File: config.mk
export PLATFORM = sky130hd
export DESIGN_NAME = mips_multicycle_control
export DESIGN_NICKNAME = d
export VERILOG_FILES = /design/src/rtl/mips_multicycle_control.sv
export SDC_FILE = /design/constraint.sdc
export NUM_CORES = 1
export LEC_CHECK = 0
export BUFFER_PORTS_ARGS = -buffer_cell sky130_fd_sc_hd__buf_2
export CAP_MARGIN = 30
export CORE_MARGIN = 2
export CORE_UTILIZATION = 35
export DETAILED_ROUTE_END_ITERATION = 12
export PLACE_DENSITY = 0.66
export SLEW_MARGIN = 0
export SYNTH_ARGS = -nofsm -noshare
export SYNTH_HDL_FRONTEND = slang
export SYNTH_SLANG_ARGS = --single-unit
File: constraint.sdc
create_clock -name clk -period 1 [get_ports clk]
set_input_delay 0.1 -clock clk [delete_from_list [all_inputs] [get_ports clk]]
set_output_delay 0.1 -clock clk [all_outputs]
set_load 0.05 [all_outputs]
File: src/rtl/mips_multicycle_control.sv
// Multicycle MIPS main-control FSM: sequences fetch/decode/execute/memory/writeback
// and drives ALU operation, datapath mux selects and write enables.
//
// Ports:
//   clk, reset      rising-edge clock, synchronous active-high reset
//   Op, Funct       instruction opcode / function fields from the IR
//   Zero            ALU zero flag (same-cycle), used for branch PC enable
//   ALUControl      000 add, 001 sub, 010 and, 011 or, 101 slt
//   ALUSrcA/B       ALU operand selects
//   IorD            memory address select (PC / ALUOut)
//   MemWrite        data memory write enable
//   IRWrite         instruction register load
//   RegDst          write register select (rt / rd)
//   MemtoReg        write-back data select (ALUOut / Data)
//   RegWrite        register file write enable
//   PCSrc           PC source select (ALUResult / ALUOut / jump target)
//   PCEn            PC load enable
//   IllegalOp       illegal opcode/funct indicator
//
// Parameter ILLEGAL_TO_FETCH: 1 treats illegal op/funct as NOP, 0 parks in HALT.
// Macro BNE_EN: when defined, opcode 000101 (bne) is decoded; otherwise illegal.

module mips_multicycle_control #(
   parameter bit ILLEGAL_TO_FETCH = 1'b1
) (
   input  logic       clk,
   input  logic       reset,
   input  logic [5:0] Op,
   input  logic [5:0] Funct,
   input  logic       Zero,
   output logic [2:0] ALUControl,
   output logic       ALUSrcA,
   output logic [1:0] ALUSrcB,
   output logic       IorD,
   output logic       MemWrite,
   output logic       IRWrite,
   output logic       RegDst,
   output logic       MemtoReg,
   output logic       RegWrite,
   output logic [1:0] PCSrc,
   output logic       PCEn,
   output logic       IllegalOp
);

   typedef enum logic [3:0] {
      S_FETCH   = 4'd0,
      S_DECODE  = 4'd1,
      S_MEMADR  = 4'd2,
      S_MEMRD   = 4'd3,
      S_MEMWB   = 4'd4,
      S_MEMWR   = 4'd5,
      S_RTYPEEX = 4'd6,
      S_RTYPEWB = 4'd7,
      S_BEQEX   = 4'd8,
      S_ADDIEX  = 4'd9,
      S_ADDIWB  = 4'd10,
      S_JEX     = 4'd11,
      S_BNEEX   = 4'd12,
      S_HALT    = 4'd13
   } state_t;

   localparam logic [5:0] OP_RTYPE = 6'b000000;
   localparam logic [5:0] OP_LW    = 6'b100011;
   localparam logic [5:0] OP_SW    = 6'b101011;
   localparam logic [5:0] OP_BEQ   = 6'b000100;
   localparam logic [5:0] OP_BNE   = 6'b000101;
   localparam logic [5:0] OP_ADDI  = 6'b001000;
   localparam logic [5:0] OP_J     = 6'b000010;

   localparam logic [5:0] FN_ADD = 6'b100000;
   localparam logic [5:0] FN_SUB = 6'b100010;
   localparam logic [5:0] FN_AND = 6'b100100;
   localparam logic [5:0] FN_OR  = 6'b100101;
   localparam logic [5:0] FN_SLT = 6'b101010;

   localparam logic [2:0] ALU_ADD = 3'b000;
   localparam logic [2:0] ALU_SUB = 3'b001;
   localparam logic [2:0] ALU_AND = 3'b010;
   localparam logic [2:0] ALU_OR  = 3'b011;
   localparam logic [2:0] ALU_SLT = 3'b101;

   state_t     state;
   state_t     state_next;
   state_t     illegal_next;
   state_t     decode_next;
   logic       op_illegal;
   logic       funct_ok;
   logic [2:0] funct_alu;
   logic       pc_write;
   logic       branch;
   logic       branch_inv;

   // Where an illegal op/funct sends the machine.
   always_comb begin
      if (ILLEGAL_TO_FETCH) illegal_next = S_FETCH;
      else                  illegal_next = S_HALT;
   end

   // Opcode decode, only meaningful while in DECODE (IR stable).
   always_comb begin
      decode_next = illegal_next;
      op_illegal  = 1'b0;
      case (Op)
         OP_LW,
         OP_SW:    decode_next = S_MEMADR;
         OP_RTYPE: decode_next = S_RTYPEEX;
         OP_BEQ:   decode_next = S_BEQEX;
         OP_ADDI:  decode_next = S_ADDIEX;
         OP_J:     decode_next = S_JEX;
`ifdef BNE_EN
         OP_BNE:   decode_next = S_BNEEX;
`endif
         default:  op_illegal  = 1'b1;
      endcase
   end

   // R-type function decode.
   always_comb begin
      funct_alu = ALU_ADD;
      funct_ok  = 1'b1;
      case (Funct)
         FN_ADD:  funct_alu = ALU_ADD;
         FN_SUB:  funct_alu = ALU_SUB;
         FN_AND:  funct_alu = ALU_AND;
         FN_OR:   funct_alu = ALU_OR;
         FN_SLT:  funct_alu = ALU_SLT;
         default: funct_ok  = 1'b0;
      endcase
   end

   always_ff @(posedge clk) begin
      if (reset) state <= S_FETCH;
      else       state <= state_next;
   end

   // Moore outputs and next state. Reset overrides to FETCH values with
   // every enable held low, which also kills a write pending mid-instruction.
   always_comb begin
      state_next = S_FETCH;
      ALUControl = ALU_ADD;
      ALUSrcA    = 1'b0;
      ALUSrcB    = 2'b00;
      IorD       = 1'b0;
      MemWrite   = 1'b0;
      IRWrite    = 1'b0;
      RegDst     = 1'b0;
      MemtoReg   = 1'b0;
      RegWrite   = 1'b0;
      PCSrc      = 2'b00;
      IllegalOp  = 1'b0;
      pc_write   = 1'b0;
      branch     = 1'b0;
      branch_inv = 1'b0;

      case (state)
         S_FETCH: begin
            IRWrite    = 1'b1;
            ALUSrcB    = 2'b01;
            pc_write   = 1'b1;
            state_next = S_DECODE;
         end
         S_DECODE: begin
            ALUSrcB    = 2'b11;
            IllegalOp  = op_illegal;
            state_next = decode_next;
         end
         S_MEMADR: begin
            ALUSrcA = 1'b1;
            ALUSrcB = 2'b10;
            if (Op == OP_SW) state_next = S_MEMWR;
            else             state_next = S_MEMRD;
         end
         S_MEMRD: begin
            IorD       = 1'b1;
            state_next = S_MEMWB;
         end
         S_MEMWB: begin
            MemtoReg = 1'b1;
            RegWrite = 1'b1;
         end
         S_MEMWR: begin
            IorD     = 1'b1;
            MemWrite = 1'b1;
         end
         S_RTYPEEX: begin
            ALUSrcA    = 1'b1;
            ALUControl = funct_alu;
            IllegalOp  = ~funct_ok;
            if (funct_ok) state_next = S_RTYPEWB;
            else          state_next = illegal_next;
         end
         S_RTYPEWB: begin
            RegDst   = 1'b1;
            RegWrite = 1'b1;
         end
         S_BEQEX: begin
            ALUSrcA    = 1'b1;
            ALUControl = ALU_SUB;
            PCSrc      = 2'b01;
            branch     = 1'b1;
         end
`ifdef BNE_EN
         S_BNEEX: begin
            ALUSrcA    = 1'b1;
            ALUControl = ALU_SUB;
            PCSrc      = 2'b01;
            branch_inv = 1'b1;
         end
`endif
         S_ADDIEX: begin
            ALUSrcA    = 1'b1;
            ALUSrcB    = 2'b10;
            state_next = S_ADDIWB;
         end
         S_ADDIWB: begin
            RegWrite = 1'b1;
         end
         S_JEX: begin
            PCSrc    = 2'b10;
            pc_write = 1'b1;
         end
         S_HALT: begin
            IllegalOp  = 1'b1;
            state_next = S_HALT;
         end
         default: begin
            state_next = S_FETCH;
         end
      endcase

      PCEn = pc_write | (branch & Zero) | (branch_inv & ~Zero);

      if (reset) begin
         ALUControl = ALU_ADD;
         ALUSrcA    = 1'b0;
         ALUSrcB    = 2'b01;
         IorD       = 1'b0;
         MemWrite   = 1'b0;
         IRWrite    = 1'b0;
         RegDst     = 1'b0;
         MemtoReg   = 1'b0;
         RegWrite   = 1'b0;
         PCSrc      = 2'b00;
         PCEn       = 1'b0;
         IllegalOp  = 1'b0;
      end
   end

endmodule

==> results of run 1 <==
==> stage by stage <==
stage               cell area, sq um  hold WS (ns)  cells  setup WS, ns  TNS (ns)
floorplan                        836         0.258     94        -0.604     -5.63
global placement                1260         0.566    177        -0.395     -6.16
detailed placement              1260         0.581    177        -0.449     -6.50
CTS                             1560         0.321    188        -0.564     -8.67
==> kinds of logic after synthesis <==
kind of cell	count (synthesis)	share of synthesized area [%]
flip-flops	4	12.9
XOR/XNOR	3	4.23
multiplexers	2	3.23
AO/OA/AOI/OAI	25	27.4
AND/OR/NAND/NOR	52	46.2
buffers and inverters	8	6.05
==> synthesized netlist by cell type (2+ instances only) <==
library cell  instances  share of area (%)
o21bai_1              2                2.4
inv_1                 2                1.2
nor2_1               12                7.3
dfxtp_1               4                 13
nor3_1                5                4.0
xor2_1                2                2.8
a31oi_1               2                2.0
nor2b_1               4                4.0
a211oi_1              2                2.4
buf_2                 3                2.4
o21ai_1               3                2.4
or2_4                 2                2.8
nor3b_1               2                2.4
or3_1                 2                2.0
a32oi_1               2                2.8
nand2b_1              4                4.0
o21a_1                2                2.4
o21ai_0               2                1.6
a21oi_1               4                3.2
nand3_1               3                2.4
mux2i_1               2                3.2
nand2_1               8                4.8
nor4_1                3                3.0
==> timing repair <==
action,in CTS
endpoints found under the setup margin,19
buffers inserted,8
pin swaps,14
hold buffers,0
gates resized for setup,63
==> impl_metrics.csv, run 1 <==
group,metric,value,unit
floorplanning,initial_core_util,36.7,%
global_routing,grt_max_degree,9,
synth,yosys.cell_types.count,40,
synth,synth_edf_count,0,
placement,numPortBuffers,30,
synth,syn-cell-area,621,sq um
clock_network,clock_sinks,4,
synth,synth_cells,94,
synth,postSynthAreaPerCell,6.60,sq um
synth,synth-seq-cells,4,
clock_network,cts_buffer_depth,2,
synth,ys_seq_area_share,12.9,%
outcome,status,"stopped before the end",
placement,dp_hpwl,2.02,mm
synth,ys_warn_count,0,
sta,worstEndpointGrtRepair,"RegWrite",
outcome,error,"[ERROR DPL-0038] Utilization greater than 100%, impossible to legalize",
clock_network,cts_root_buf,"clkbuf_4",
floorplanning,fp.dieH,46.1,um
synth,syn-num-nets,109,
synth,ys.flop_type,"dfxtp_1",
clock_network,cts_made_buffers,3,
outcome,stop_stage,"global routing (5_1_grt)",
floorplanning,row_count,15,
placement,place.gp.congestion,0.883,
sta,endpoint_type,"primary output",
clock_network,cts_max_level,1,
floorplanning,die_x,46.1,um
synth,synthArstFlopShare,0,%
floorplanning,io_pins,31,
==> run 2, diff against run 1 <==
CORE_AREA = 2 2 63 65   (was default)
CORE_MARGIN = default   (was 2)
CORE_UTILIZATION = default   (was 35)
DIE_AREA = 0 0 65 67   (was default)
PLACE_DENSITY = default   (was 0.66)
PLACE_DENSITY_LB_ADDON = 0.15   (was default)
clock period = 1.3 ns   (was 1 ns; I/O delays follow)
==> impl_metrics.csv, run 2 <==
group,metric,value,unit
synth,postSynthAreaPerCell,6.60,sq um
sta,drv_slew,0,
worst_hold_path,hp-class,"in2reg",
final_layout,num_antenna_cells,0,
global_routing,antenna_found_initial,0,
clock_network,cts_buffer_depth,2,
placement,place.gp.congestion,0.869,
outcome,status,"finished with violations",
final_layout,reg_top3,"state x4",
clock_network,cts_tree,"yes",
clock_network,cts_root_buf,"clkbuf_8",
floorplanning,die_x,65,um
detailed_routing,dr.pass1.iters,4,
power_and_ir_drop,ir_drop,0.230,mV
detailed_routing,drc,0,
synth,synth_top_area_share,12.9,%
synth,synth-seq-cells,4,
worst_setup_path,cp_top_family,"simple AND/OR/NAND/NOR gates",
sta,min_period,1.60,ns
placement,place_ws,-0.191,ns
synth,syn-cell-area,621,sq um
placement,numPortBuffers,30,
floorplanning,initial_core_util,17.2,%
flow_run,drv_cap,0,
sta,finClkSkew,0.00783,ns
worst_setup_path,crit_required,1.17,ns
floorplanning,fp.dieH,67,um
sta,setup_ws,-0.296,ns
synth,yosys-top-cells-count,"nor2_1 (12), nand2_1 (8), nor3_1 (5)",
worst_setup_path,crit_chain,"nor2b_4 -> nand2b_1 -> nand3b_1 -> buf_6 -> nor2_4 -> buf_8",
detailed_routing,wl,2.73,mm
worst_setup_path,worstPathMaxFanout,5,
floorplanning,die_area,4360,sq um
worst_setup_path,end_kind,"output pin",
synth,synthArstFlopShare,0,%
synth,ys_warn_count,0,
detailed_routing,ant_nets,0,
final_layout,final_cell_mix,"buf_4 (32), buf_6 (26), buf_2 (14)",
worst_setup_path,cp_slowest_stage_delay,0.36,ns
synth,ys_seq_area_share,12.9,%
outcome,violations,"setup timing",
detailed_routing,drt-initial-drc-count,6,
global_routing,grt-ovfl-total,0,
synth,syn-num-nets,109,
clock_network,worstSkewPairLatency,0.22,ns
final_layout,nNetsFinal,187,
final_layout,syn_to_final_growth,178,%
clock_network,clock_sinks,4,
sta,tightest_slew,0.293,ns
synth,synth_edf_count,0,
synth,yosysMostFrequentCell,"nor2_1",
placement,dpl_cell_area,1270,sq um
detailed_routing,vias_per_cell,4.57,
worst_setup_path,worstSetupPathType,"reg2out",
floorplanning,row_count,22,
final_layout,largest_reg_flops,4,
floorplanning,io_pins,31,
power_and_ir_drop,cellLeakagePower,0.673,nW
final_layout,regMostFlops,"state",
sta,timing.hold.ws,0.319,ns
sta,setup_violations,18,
global_routing,grt_max_degree,9,
clock_network,hold_buffers,0,
worst_setup_path,worst-path-buf-inv,2,
synth,yosys.area.top_type,"dfxtp_1",
final_layout,drive_gt1_share,74.7,%
placement,dp_hpwl,2.06,mm
clock_network,clk_pin_slew_worst_paths,0.04,ns
worst_setup_path,cp.arrival,1.47,ns
clock_network,cts_max_level,1,
sta,clock.fmax,627,MHz
global_routing,track_usage,13.7,%
global_routing,first_global_vias,1071,
detailed_routing,via_count,996,
synth,ys.flop_type,"dfxtp_1",
synth,ys_top_cells_by_area,"dfxtp_1 (13%), nor2_1 (7.3%), nand2_1 (4.8%), nand2b_1 (4.0%), nor2b_1 (4.0%)",
worst_setup_path,critPathSlowestCell,"dfxtp_4",
sta,post-route-period-util,123,%
synth,synth_cells,94,
detailed_routing,avgRoutedWirePerCell,12.5,um
global_routing,grt_pass1_wl,4.60,mm
power_and_ir_drop,power_density,424,nW/um^2
final_layout,stdcell_area,1730,sq um
sta,rsz0062_at_grt,"true",
clock_network,cts_made_buffers,3,
final_layout,layout_commonest_cell,"buf_4",
worst_setup_path,start_kind,"register",
synth,yosys.cell_types.count,40,
floorplanning,core_area,3610,sq um
sta,finalHoldViolCount,0,
sta,relSlewSlack,80.3,%
==> run 2: cell counts after synthesis <==
No cell type changed its count.
==> run 2: cells by family after synthesis <==
logic type                Yosys count  synth area share, %
AOI/OAI and AO/OA                  25                 27.4
xor gates and xnor gates            3                 4.23
buffers and inverters               8                 6.05
DFF                                 4                 12.9
muxes                               2                 3.23
and+or+nand+nor                    52                 46.2
==> run 2: timing repair <==
item | CTS | global route
setup endpoints to repair | 19 | 19
resized for setup | 74 | 15
pin swaps | 15 | 16
endpoints found under the hold margin | 0 | 0
buffers inserted | 9 | 3
==> run 2: final timing paths <==
kind / start / endpoint / slack [ns] / cells past startpoint
max: state[2]$_SDFF_PP0_ / ALUControl[1] / -0.30 / 6
min: reset / state[3]$_SDFF_PP0_ / 0.32 / 3
max reg2reg: state[0]$_SDFF_PP0_ / state[0]$_SDFF_PP0_ / -0.04 / 5
min reg2reg: state[0]$_SDFF_PP0_ / state[3]$_SDFF_PP0_ / 0.64 / 3
==> run 2: layout make-up <==
class	count	area [sq um]
fill	341	1880
multi-input combinational	82	812
timing repair buffer	78	703
sequential	4	95.1
tap	48	60.1
clock buffer	3	41.3
inverter	3	16.3
==> run 2: metrics by stage <==
stage	utilization [%]	power, mW	cells	TNS (ns)
after CTS	45.8	0.727	216	-3.06
after floorplan	-	0.289	94	-1.50
after detailed placement	35.3	0.411	204	-1.22
after global placement	35.3	0.408	204	-1.06
final	47.9	0.733	218	-2.85
after global routing	47.9	0.775	218	-3.90
==> run 2: where the power goes <==
group	switching, mW	internal, mW	leakage, nW
logic	0.170	0.163	0.616
registers	0.00936	0.123	0.0355
clock network	0.0701	0.198	0.0216
total	0.250	0.483	0.673
==> run 2: worst reg2reg max path: stages (launching register included) <==
cell and delay [ns]:
dfxtp_4 0.38, and2b_2 0.27, buf_6 0.12, o21a_1 0.20
o21bai_4 0.17, a31oi_1 0.07
==> run 2: metal layers <==
metal	GRT usage [%]	up-vias	routed length, um
li1	-	499	-
met1	14.4	468	1060
met2	26.9	25	1550
met3	2.53	4	97
met4	4.52	0	24
met5	0	-	0
Power figures use the tool's default switching activity.
